<file path="src/rtl/aether_bus_pkg.sv">
// Shared definitions for the peripheral bus fabric: FSM encoding, error data, region map.
// Latency: n/a (types and constants only).
// Backpressure: n/a.
package aether_bus_pkg;

    typedef enum logic [1:0] {
        IDLE   = 2'd0,
        ACCESS = 2'd1,
        RESP   = 2'd2
    } bus_state_t;

    localparam logic [31:0] ERR_DATA_DEFAULT = 32'hBADB_AD00;

    // Region index = m_addr[31:28]
    localparam logic [3:0] REGION_RAM   = 4'd0;
    localparam logic [3:0] REGION_GPIO  = 4'd1;
    localparam logic [3:0] REGION_UART  = 4'd2;
    localparam logic [3:0] REGION_TIMER = 4'd3;
    localparam logic [3:0] REGION_SPI   = 4'd4;

    function automatic logic [3:0] region_of(input logic [31:0] addr);
        return addr[31:28];
    endfunction

endpackage

</file>
<file path="src/rtl/periph_bus_fabric_if.sv">
// Core-side and slave-side signal bundle of the peripheral bus fabric.
// Latency: n/a (wiring only).
// Backpressure: core holds m_wen/m_ren until m_done; slaves stall via s_wready/s_rvalid.
interface periph_bus_fabric_if #(
    parameter int NUM_SLAVES = 5
);
    // Core data port
    logic [31:0]              m_addr;
    logic [31:0]              m_wdata;
    logic [3:0]               m_wmask;
    logic                     m_wen;
    logic                     m_ren;
    logic [31:0]              m_rdata;
    logic                     m_done;
    logic                     m_err;
    // Shared slave bus plus per-slave strobes and handshakes
    logic [31:0]              s_addr;
    logic [31:0]              s_wdata;
    logic [3:0]               s_wstrb;
    logic [NUM_SLAVES-1:0]    s_wen;
    logic [NUM_SLAVES-1:0]    s_ren;
    logic [32*NUM_SLAVES-1:0] s_rdata;
    logic [NUM_SLAVES-1:0]    s_rvalid;
    logic [NUM_SLAVES-1:0]    s_wready;

    // Fabric view: it masters the slave bus and answers the core.
    modport master (
        input  m_addr, m_wdata, m_wmask, m_wen, m_ren,
        output m_rdata, m_done, m_err,
        output s_addr, s_wdata, s_wstrb, s_wen, s_ren,
        input  s_rdata, s_rvalid, s_wready
    );

    // Environment view: the core plus the attached peripherals.
    modport slave (
        output m_addr, m_wdata, m_wmask, m_wen, m_ren,
        input  m_rdata, m_done, m_err,
        input  s_addr, s_wdata, s_wstrb, s_wen, s_ren,
        output s_rdata, s_rvalid, s_wready
    );

endinterface

</file>
<file path="src/rtl/bus_timeout_ctr.sv">
// Counts ACCESS cycles and flags expiry on the TIMEOUT-th cycle without a handshake.
// Latency: expired is combinational from the count, asserted during the TIMEOUT-th enabled cycle.
// Backpressure: none; clear has priority over enable.
module bus_timeout_ctr #(
    parameter int TIMEOUT = 255
) (
    input  logic clk,
    input  logic rstn,
    input  logic clear,
    input  logic enable,
    output logic expired
);

    localparam logic [15:0] LIMIT = 16'(TIMEOUT - 1);

    logic [15:0] cnt;

    // Count enabled cycles since the last clear, holding at all-ones.
    always_ff @(posedge clk or negedge rstn) begin
        if (!rstn) begin
            cnt <= '0;
        end else if (clear) begin
            cnt <= '0;
        end else if (enable && cnt != 16'hFFFF) begin
            cnt <= cnt + 16'd1;
        end
    end

    // cnt holds the number of completed ACCESS cycles, so TIMEOUT-1 marks the last allowed one.
    assign expired = enable && (cnt >= LIMIT);

endmodule

</file>
<file path="src/rtl/periph_bus_fabric.sv">
// Decodes core requests to one-hot slave strobes and returns one registered completion (optional timeout: BUS_TIMEOUT_EN).
// Latency: 2 cycles minimum (+1 per slave wait cycle); decode error completes in 1 cycle.
// Backpressure: strobe held until the selected slave's s_wready/s_rvalid; core must hold its request until m_done.
module periph_bus_fabric
    import aether_bus_pkg::*;
#(
    parameter int          NUM_SLAVES = 5,
    parameter int          TIMEOUT    = 255,
    parameter logic [31:0] ERR_DATA   = ERR_DATA_DEFAULT
) (
    input  logic                clk,
    input  logic                rstn,
    periph_bus_fabric_if.master bus,
    output logic [31:0]         err_addr,
    output logic [7:0]          err_count
);

    bus_state_t state, state_nxt;

    logic [31:0]           lat_addr;
    logic [31:0]           lat_wdata;
    logic [3:0]            lat_wmask;
    logic                  lat_write;
    logic [3:0]            lat_idx;

    logic                  req;
    logic [3:0]            req_idx;
    logic                  req_idx_ok;
    logic [NUM_SLAVES-1:0] req_onehot;
    logic [15:0]           rvalid_pad;
    logic [15:0]           wready_pad;
    logic                  hs_sel;
    logic [31:0]           rdata_sel;
    logic                  in_access;
    logic                  tmo_expired;

    logic                  go_access;
    logic                  go_dec_err;
    logic                  go_done;
    logic                  go_tmo;

    assign req        = bus.m_wen | bus.m_ren;
    assign req_idx    = region_of(bus.m_addr);
    assign req_idx_ok = int'(req_idx) < NUM_SLAVES;
    assign req_onehot = NUM_SLAVES'(1) << req_idx;
    assign in_access  = (state == ACCESS);

    // Padding to 16 lets the 4-bit latched index select a handshake bit for any NUM_SLAVES.
    assign rvalid_pad = 16'(bus.s_rvalid);
    assign wready_pad = 16'(bus.s_wready);
    assign hs_sel     = lat_write ? wready_pad[lat_idx] : rvalid_pad[lat_idx];

    // Read-data mux for the latched slave index.
    always_comb begin
        rdata_sel = '0;
        for (int i = 0; i < NUM_SLAVES; i++) begin
            if (lat_idx == 4'(i)) begin
                rdata_sel = bus.s_rdata[32*i +: 32];
            end
        end
    end

`ifdef BUS_TIMEOUT_EN
    bus_timeout_ctr #(
        .TIMEOUT (TIMEOUT)
    ) u_timeout (
        .clk     (clk),
        .rstn    (rstn),
        .clear   (go_access),
        .enable  (in_access),
        .expired (tmo_expired)
    );
`else
    logic unused_tmo;
    assign unused_tmo  = (TIMEOUT > 0);
    assign tmo_expired = 1'b0;
`endif

    // State register.
    always_ff @(posedge clk or negedge rstn) begin
        if (!rstn) begin
            state <= IDLE;
        end else begin
            state <= state_nxt;
        end
    end

    // Next state and one-cycle transition events; a handshake beats a same-cycle timeout.
    always_comb begin
        state_nxt  = state;
        go_access  = 1'b0;
        go_dec_err = 1'b0;
        go_done    = 1'b0;
        go_tmo     = 1'b0;
        case (state)
            IDLE: begin
                if (req) begin
                    if (req_idx_ok) begin
                        state_nxt = ACCESS;
                        go_access = 1'b1;
                    end else begin
                        state_nxt  = RESP;
                        go_dec_err = 1'b1;
                    end
                end
            end
            ACCESS: begin
                if (hs_sel) begin
                    state_nxt = RESP;
                    go_done   = 1'b1;
                end else if (tmo_expired) begin
                    state_nxt = RESP;
                    go_tmo    = 1'b1;
                end
            end
            RESP: begin
                state_nxt = IDLE;
            end
            default: begin
                state_nxt = IDLE;
            end
        endcase
    end

    // Capture the request in IDLE; write wins when both enables are high.
    always_ff @(posedge clk or negedge rstn) begin
        if (!rstn) begin
            lat_addr  <= '0;
            lat_wdata <= '0;
            lat_wmask <= '0;
            lat_write <= 1'b0;
            lat_idx   <= '0;
        end else if (state == IDLE && req) begin
            lat_addr  <= bus.m_addr;
            lat_wdata <= bus.m_wdata;
            lat_wmask <= bus.m_wmask;
            lat_write <= bus.m_wen;
            lat_idx   <= req_idx;
        end
    end

    assign bus.s_addr  = {4'h0, lat_addr[27:0]};
    assign bus.s_wdata = lat_wdata;
    assign bus.s_wstrb = lat_wmask;

    // Slave strobes: level from ACCESS entry until handshake or timeout.
    always_ff @(posedge clk or negedge rstn) begin
        if (!rstn) begin
            bus.s_wen <= '0;
            bus.s_ren <= '0;
        end else if (go_access) begin
            bus.s_wen <= bus.m_wen ? req_onehot : '0;
            bus.s_ren <= bus.m_wen ? '0 : req_onehot;
        end else if (go_done || go_tmo) begin
            bus.s_wen <= '0;
            bus.s_ren <= '0;
        end
    end

    // Registered completion to the core, valid for the single RESP cycle.
    always_ff @(posedge clk or negedge rstn) begin
        if (!rstn) begin
            bus.m_done  <= 1'b0;
            bus.m_err   <= 1'b0;
            bus.m_rdata <= '0;
        end else begin
            bus.m_done <= go_dec_err | go_done | go_tmo;
            bus.m_err  <= go_dec_err | go_tmo;
            if (go_done) begin
                bus.m_rdata <= lat_write ? 32'h0 : rdata_sel;
            end else if (go_dec_err || go_tmo) begin
                bus.m_rdata <= ERR_DATA;
            end
        end
    end

    // Error log: address of the latest failed access and a saturating count.
    always_ff @(posedge clk or negedge rstn) begin
        if (!rstn) begin
            err_addr  <= '0;
            err_count <= '0;
        end else if (go_dec_err || go_tmo) begin
            err_addr  <= go_dec_err ? bus.m_addr : lat_addr;
            err_count <= (err_count == 8'hFF) ? err_count : err_count + 8'd1;
        end
    end

endmodule

</file>
<file path="src/flat_wrapper.sv">
// flat-port wrapper written by rule: the top's interface ports become plain ports
module periph_bus_fabric_flat import aether_bus_pkg::*;
#(
    parameter int          NUM_SLAVES = 5,
    parameter int          TIMEOUT    = 255,
    parameter logic [31:0] ERR_DATA   = ERR_DATA_DEFAULT
)
  (clk, rstn, err_addr, err_count, bus_m_addr, bus_m_wdata, bus_m_wmask, bus_m_wen, bus_m_ren, bus_m_rdata, bus_m_done, bus_m_err, bus_s_addr, bus_s_wdata, bus_s_wstrb, bus_s_wen, bus_s_ren, bus_s_rdata, bus_s_rvalid, bus_s_wready);
  periph_bus_fabric_if #(.NUM_SLAVES(NUM_SLAVES)) bus_i ();
  input  logic clk;
  input  logic rstn;
  output logic [31:0] err_addr;
  output logic [7:0] err_count;
  input wire logic [$bits(bus_i.m_addr)-1:0] bus_m_addr;
  input wire logic [$bits(bus_i.m_wdata)-1:0] bus_m_wdata;
  input wire logic [$bits(bus_i.m_wmask)-1:0] bus_m_wmask;
  input wire logic [$bits(bus_i.m_wen)-1:0] bus_m_wen;
  input wire logic [$bits(bus_i.m_ren)-1:0] bus_m_ren;
  output wire logic [$bits(bus_i.m_rdata)-1:0] bus_m_rdata;
  output wire logic [$bits(bus_i.m_done)-1:0] bus_m_done;
  output wire logic [$bits(bus_i.m_err)-1:0] bus_m_err;
  output wire logic [$bits(bus_i.s_addr)-1:0] bus_s_addr;
  output wire logic [$bits(bus_i.s_wdata)-1:0] bus_s_wdata;
  output wire logic [$bits(bus_i.s_wstrb)-1:0] bus_s_wstrb;
  output wire logic [$bits(bus_i.s_wen)-1:0] bus_s_wen;
  output wire logic [$bits(bus_i.s_ren)-1:0] bus_s_ren;
  input wire logic [$bits(bus_i.s_rdata)-1:0] bus_s_rdata;
  input wire logic [$bits(bus_i.s_rvalid)-1:0] bus_s_rvalid;
  input wire logic [$bits(bus_i.s_wready)-1:0] bus_s_wready;
  assign bus_i.m_addr = bus_m_addr;
  assign bus_i.m_wdata = bus_m_wdata;
  assign bus_i.m_wmask = bus_m_wmask;
  assign bus_i.m_wen = bus_m_wen;
  assign bus_i.m_ren = bus_m_ren;
  assign bus_m_rdata = bus_i.m_rdata;
  assign bus_m_done = bus_i.m_done;
  assign bus_m_err = bus_i.m_err;
  assign bus_s_addr = bus_i.s_addr;
  assign bus_s_wdata = bus_i.s_wdata;
  assign bus_s_wstrb = bus_i.s_wstrb;
  assign bus_s_wen = bus_i.s_wen;
  assign bus_s_ren = bus_i.s_ren;
  assign bus_i.s_rdata = bus_s_rdata;
  assign bus_i.s_rvalid = bus_s_rvalid;
  assign bus_i.s_wready = bus_s_wready;
  periph_bus_fabric #(.NUM_SLAVES(NUM_SLAVES), .TIMEOUT(TIMEOUT), .ERR_DATA(ERR_DATA)) u_core (.clk(clk), .rstn(rstn), .bus(bus_i), .err_addr(err_addr), .err_count(err_count));
endmodule
</file>
<file path="config.mk">
export PLATFORM = sky130hd
export DESIGN_NAME = periph_bus_fabric_flat
export DESIGN_NICKNAME = d
export VERILOG_FILES = /design/src/rtl/aether_bus_pkg.sv /design/src/rtl/periph_bus_fabric_if.sv /design/src/rtl/bus_timeout_ctr.sv /design/src/rtl/periph_bus_fabric.sv /design/src/flat_wrapper.sv
export SDC_FILE = /design/constraint.sdc
export NUM_CORES = 1
export LEC_CHECK = 0
export CAP_MARGIN = 20
export CORE_MARGIN = 5
export CORE_UTILIZATION = 35
export CTS_BUF_LIST = sky130_fd_sc_hd__clkbuf_4 sky130_fd_sc_hd__clkbuf_8
export DETAILED_ROUTE_END_ITERATION = 16
export GPL_TIMING_DRIVEN = 0
export PLACE_DENSITY_LB_ADDON = 0.3
export REMOVE_ABC_BUFFERS = 1
export SETUP_SLACK_MARGIN = 0.02
export SYNTH_ARGS = -nofsm -noshare
export SYNTH_HDL_FRONTEND = slang
export SYNTH_SLANG_ARGS = --single-unit
</file>
<file path="constraint.sdc">
create_clock -name clk -period 2.1 [get_ports clk]
set_input_delay 0.42 -clock clk [delete_from_list [all_inputs] [get_ports clk]]
set_output_delay 0.42 -clock clk [all_outputs]
set_load 0.02 [all_outputs]
</file>
Yosys cells after proc, flatten, opt, wreduce, memory -nomap -nowiden
Index checks and enable logic that the tools add are counted.
{ "classes": {"eq_ne": 8, "n_addsub": 1, "shifts": 1, "reduce_logical": 7, "mux": 30, "bitwise_logic": 3, "order_cmp": 2} }
{ "op_table": {"columns": ["op", "n"], "rows": [
  ["32-bit two-way mux", 8],
  ["5-bit two-way mux", 5],
  ["1-bit two-way mux", 11],
  ["8-bit by 1-bit adder with 8-bit output, second input constant", 1],
  ["1-bit binary-select mux with 4-bit select", 2],
  ["4-bit by 2-bit == test with 1-bit output, second input constant", 2],
  ["8-bit == test, second input constant", 1],
  ["2-bit two-way mux", 3],
  ["4-bit by 5-bit < comparator with 1-bit output, second input constant", 1],
  ["1-bit by 4-bit left shift with 5-bit output, first input constant", 1],
  ["4-bit by 1-bit == test with 1-bit output, second input constant", 1],
  ["4-bit by 3-bit == test with 1-bit output, second input constant", 1],
  ["4-bit zero test", 1],
  ["4-bit by 3-bit < comparator with 1-bit output, second input constant", 1],
  ["2-bit by 1-bit != test with 1-bit output, second input constant", 2],
  ["2-bit one-hot mux with 2 select lines", 1],
  ["2-bit AND reduction", 2],
  ["2-bit nonzero test", 2],
  ["2-bit by 1-bit == test with 1-bit output, second input constant", 1],
  ["2-bit zero test", 1],
  ["1-bit OR", 2],
  ["1-bit logical AND", 1],
  ["1-bit NOT", 1]
]} }
{ "totals": {"word_cells": 65, "regBits": 155, "out_inout_bits": 152} }

Depth between registers and ports, before layout
{ "logic_depth": {"depth_word": 8, "ltp_mapped": 9, "mapped_depth_nobuf": 5} }

Worst setup path before layout
No wires, ideal clock.
{ "synth_path": {"kind": "reg2reg", "start": "register u_core.lat_idx[0]", "end": "register u_core.bus.m_rdata[0]", "slack_ps": 130, "stages_incl_launch_ff": 8, "arrival_time_ps": 1860, "period_less_slack_ps": 1970, "required_time_ps": 1990, "path_buffers": 2, "cell_sequence": "dfrtp_1 mux4_2 a311o_1 nand4bb_1 buf_2 buf_2 nand3_1 o41ai_1"} }
{ "synth_via": {"elab_chain_len": 8, "word_cells_on_any_way": 20} }
{ "synth_rtl": {"columns": ["element", "line", "rtl"], "rows": [
  ["from (decl)", "periph_bus_fabric.sv:24", "logic [3:0] lat_idx;"],
  ["from (signal assigned)", "periph_bus_fabric.sv:138", "lat_idx <= req_idx;"],
  ["4-bit zero test", "periph_bus_fabric.sv:57", "if (lat_idx == 4'(i)) begin"],
  ["32-bit two-way mux (5 in series)", "periph_bus_fabric.sv:57", null],
  ["32-bit two-way mux", "periph_bus_fabric.sv:170", "bus.m_rdata <= lat_write ? 32'h0 : rdata_sel;"],
  ["32-bit two-way mux", "periph_bus_fabric.sv:169", "if (go_done) begin"],
  ["to (signal assigned)", "periph_bus_fabric.sv:170", null],
  ["to (decl)", "periph_bus_fabric_if.sv:29", "output m_rdata, m_done, m_err,"]
]} }
Several ways; a longest one is shown, not always the timed one. The select of a mux whose other input is x is not followed.
A chain may end at the register's enable or synchronous reset.

Worst setup path in the final report
{ "layout_path": {"start": "register u_core.lat_idx[0]", "end": "register u_core.bus.m_rdata[12]"} }
The elaborated chain is that of the path after synthesis.

==> flow_metrics.env <==
export IMPL_status="finished, violations left"
export IMPL_failed_checks="negative setup slack"
export IMPL_synth_distinct_cells=47
export IMPL_numCtsBuffers=17
export IMPL_grt_ovfl_total=0
export IMPL_vias=7968
export IMPL_htree_levels=4
export IMPL_setup_viol=39
export IMPL_design_die_area_um2=24500
export IMPL_critPathBufInv=2
export IMPL_cts_tree="built"
export IMPL_fmax_mhz=455
export IMPL_avgSynthCellArea_um2=8.64
export IMPL_power_switching_mw=1.48
export IMPL_syn_area_um2=7510
export IMPL_io_buffers=389
export IMPL_p_comb_frac=0.107
export IMPL_async_flop_share=1.00
export IMPL_first_global_vias=8086
export IMPL_slowest_delay_ns=0.51
export IMPL_chipHeight_um=156
export IMPL_synth_commonest_cells="336 x nand2_1, 155 x dfrtp_1, 53 x nor2_1, 49 x a21oi_1, 41 x clkbuf_1"
export IMPL_hold_viol=0
export IMPL_cp_top_family="flip-flops"
export IMPL_slowest_stage="dfrtp_4"
export IMPL_row_count=53
export IMPL_ys_flop_type="dfrtp_1"
export IMPL_critPathCaptureType="flop"
export IMPL_finalSetupTns_ns=-1.82
export IMPL_rsz0062_at_grt="yes"
export IMPL_critPathMaxFanout=7
export IMPL_routed_wl_met2_um=15500
export IMPL_final_cells=1557
export IMPL_syn_inst=869
export IMPL_track_usage=0.249
export IMPL_pin_count=394
export IMPL_period_share=1.05
export IMPL_synth_edff_count=0
export IMPL_p_leak_nw=5.80
export IMPL_critPathArrivalTime_ns=2.54
export IMPL_dr_first_iter_drc_count=379
export IMPL_tightest_slew_ns=0.922
export IMPL_synth_warnings=0
export IMPL_finalWirelength_um=31600
export IMPL_antenna_found_initial=1
export IMPL_drc=0
export IMPL_yosysTopAreaCellShare=0.516
export IMPL_dr_wl_met3_um=2100
export IMPL_vias_per_cell=5.12
export IMPL_ys_top_cells_by_area="dfrtp_1 52%, nand2_1 17%, mux2i_1 4.3%"
export IMPL_cp_cell_sequence="mux4_2 > a311o_2 > buf_12 > nand4bb_4 > clkbuf_16 > nand3_1 > o41ai_2"
export IMPL_cts_root_buf="clkbuf_8"
export IMPL_cp_start_kind="flop"
export IMPL_required_ns=2.45
export IMPL_core_um2=21100
export IMPL_synth_seq_area_share=0.516
export IMPL_clkLatencyLatePin_ns=0.45
export IMPL_wl_met1_um=12900
export IMPL_min_path_type="in -> reg"
export IMPL_ys_seq_elements=155
export IMPL_place_inst=1475
export IMPL_peakVddDrop_mv=0.370
export IMPL_p_int_mw=4.44
export IMPL_synth_most_common_cell="nand2_1"
export IMPL_clock_skew_ns=0.0145
export IMPL_maxCapViolCount=0
export IMPL_clock_power_share=0.390
export IMPL_grt_pass1_wl_um=46900
export IMPL_nets=1510
export IMPL_path_clk_slew_ns=0.09
export IMPL_total_power_mw=5.92
export IMPL_yosysTopAreaCell="dfrtp_1"
export IMPL_postRouteAntennaNets=0
export IMPL_powerDensity_nw_per_um2=450
export IMPL_fin_hold_ws_ns=0.394
export IMPL_first_pass_iters=5
export IMPL_initial_core_util=0.356
export IMPL_n_fill_cell=1832
export IMPL_final_util=0.624
export IMPL_fin_crit_ns=2.20
export IMPL_dieWidth_um=156
export IMPL_grt_max_degree=87
export IMPL_slew_headroom=0.385
export IMPL_top_layer_used="met4"
export IMPL_worst_slack_ns=-0.0968
export IMPL_seqPwrFrac=0.503
export IMPL_p_sw_frac=0.251
export IMPL_layout_drive_gt1_share=0.125
export IMPL_hpwl_um=20200
export IMPL_slew_violations=0
export IMPL_place_gp_congestion=0.849
export IMPL_worst_setup_path_type="reg -> reg"
export IMPL_area_growth_synth_to_final_pct=75.2
export IMPL_cts_sinks=155
export IMPL_clockBufferDepth=2
export IMPL_drt_wirelength_per_cell_um=20.3
==> worst paths after layout <==
kind / start / end / slack [ns] / cells after the start
worst max-delay path: u_core.lat_idx[0] / u_core.bus.m_rdata[12] / -0.1 / 7
worst min-delay path: bus_m_addr[28] / u_core.lat_idx[0] / 0.39 / 3
worst max register to register: u_core.lat_idx[0] / u_core.bus.m_rdata[12] / -0.1 / 7
worst min register to register: u_core.lat_addr[11] / u_core.lat_addr[11] / 0.48 / 2
max in group asynchronous: rstn / u_core.lat_idx[1] / 0.72 / 3
min in group asynchronous: rstn / u_core.lat_addr[9] / 0.51 / 2
==> placed cells by master (no fill, tap or decap), drive strengths merged, types with 19 or more instances in the layout <==
cell type,synthesis,routed
clkdlybuf4s50,0,386
nand2,336,336
dfrtp,155,155
nor2,53,54
a21oi,49,49
buf,31,47
o21ai,35,35
mux2i,32,32
clkbuf,41,19
nand3,19,19
==> power groups by stage <==
stage | clock network [mW] | logic (mW) | registers [mW]
after floorplan | 0 | 0.0532 | 3.04
after global placement | 0 | 0.592 | 3.04
after detailed placement | 0 | 0.608 | 3.04
after CTS | 2.37 | 0.630 | 2.98
after global routing | 2.49 | 0.677 | 2.98
final | 2.31 | 0.632 | 2.98
==> kinds of logic (layout without fill, tap and decap cells) <==
family,after synthesis,after routing,synth area share
and+or+nand+nor,442,450,0.242
buffers and inverters,76,473,0.0452
other,1,6,0.000499
DFF,155,155,0.516
muxes,36,36,0.0516
xor gates and xnor gates,7,7,0.00816
adders and majority gates,1,1,0.00167
AOI/OAI and AO/OA,151,154,0.134
==> worst min-delay path, delay by kind of cell <==
family | cells | cell delay [ns]
and+or+nand+nor | 2 | 0.16
buffers and inverters | 1 | 0.24
==> sequential cells by signal, summed over array words and instances, names as in the netlist <==
| register | flops |
|---|---|
| u_core.bus.m_done | 1 |
| u_core.bus.m_err | 1 |
| u_core.bus.m_rdata | 32 |
| u_core.bus.s_ren | 5 |
| u_core.bus.s_wdata | 32 |
| u_core.bus.s_wen | 5 |
| u_core.bus.s_wstrb | 4 |
| u_core.err_addr | 32 |
| u_core.err_count | 8 |
| u_core.lat_addr | 28 |
| u_core.lat_idx | 4 |
| u_core.lat_write | 1 |
| u_core.state | 2 |
==> metrics by stage <==
| stage | area [µm²] | setup slack, ns |
|---|---|---|
| 2_1_floorplan | 7200 | -2.41 |
| 5_1_grt | 13200 | -0.144 |
| 6_report | 13200 | -0.0968 |
| 3_5_place_dp | 11800 | -1.50 |
| 3_3_place_gp | 11400 | -6.41 |
| 4_1_cts | 12800 | -0.0656 |
==> metal layers <==
metal / track usage / vias up
met5: 0 / -
met4: 0.0872 / 0
met3: 0.0622 / 66
met2: 0.414 / 317
met1: 0.318 / 3823
li1: - / 3762
==> timing repair <==
| item | 4_1_cts | 5_1_grt |
|---|---|---|
| pin swaps | 38 | 27 |
| setup endpoints to repair | 112 | 52 |
| endpoints found under the hold margin | 69 | 0 |
| hold buffers | 1 | 0 |
| setup buffers | 31 | 3 |
| gates cloned | 9 | 4 |
| gates resized for setup | 43 | 46 |
==> layout make-up <==
type / count / area [µm²] / area share
antenna: 2 / 5.00 / 0.000380
clock buffer: 18 / 248 / 0.0188
clock inverter: 14 / 150 / 0.0114
inverter: 4 / 20.0 / 0.00152
multi-input combinational: 652 / 3890 / 0.296
sequential: 155 / 3890 / 0.296
tap: 275 / 344 / 0.0262
timing repair buffer: 437 / 4610 / 0.350
Power figures use the tool's default switching activity.
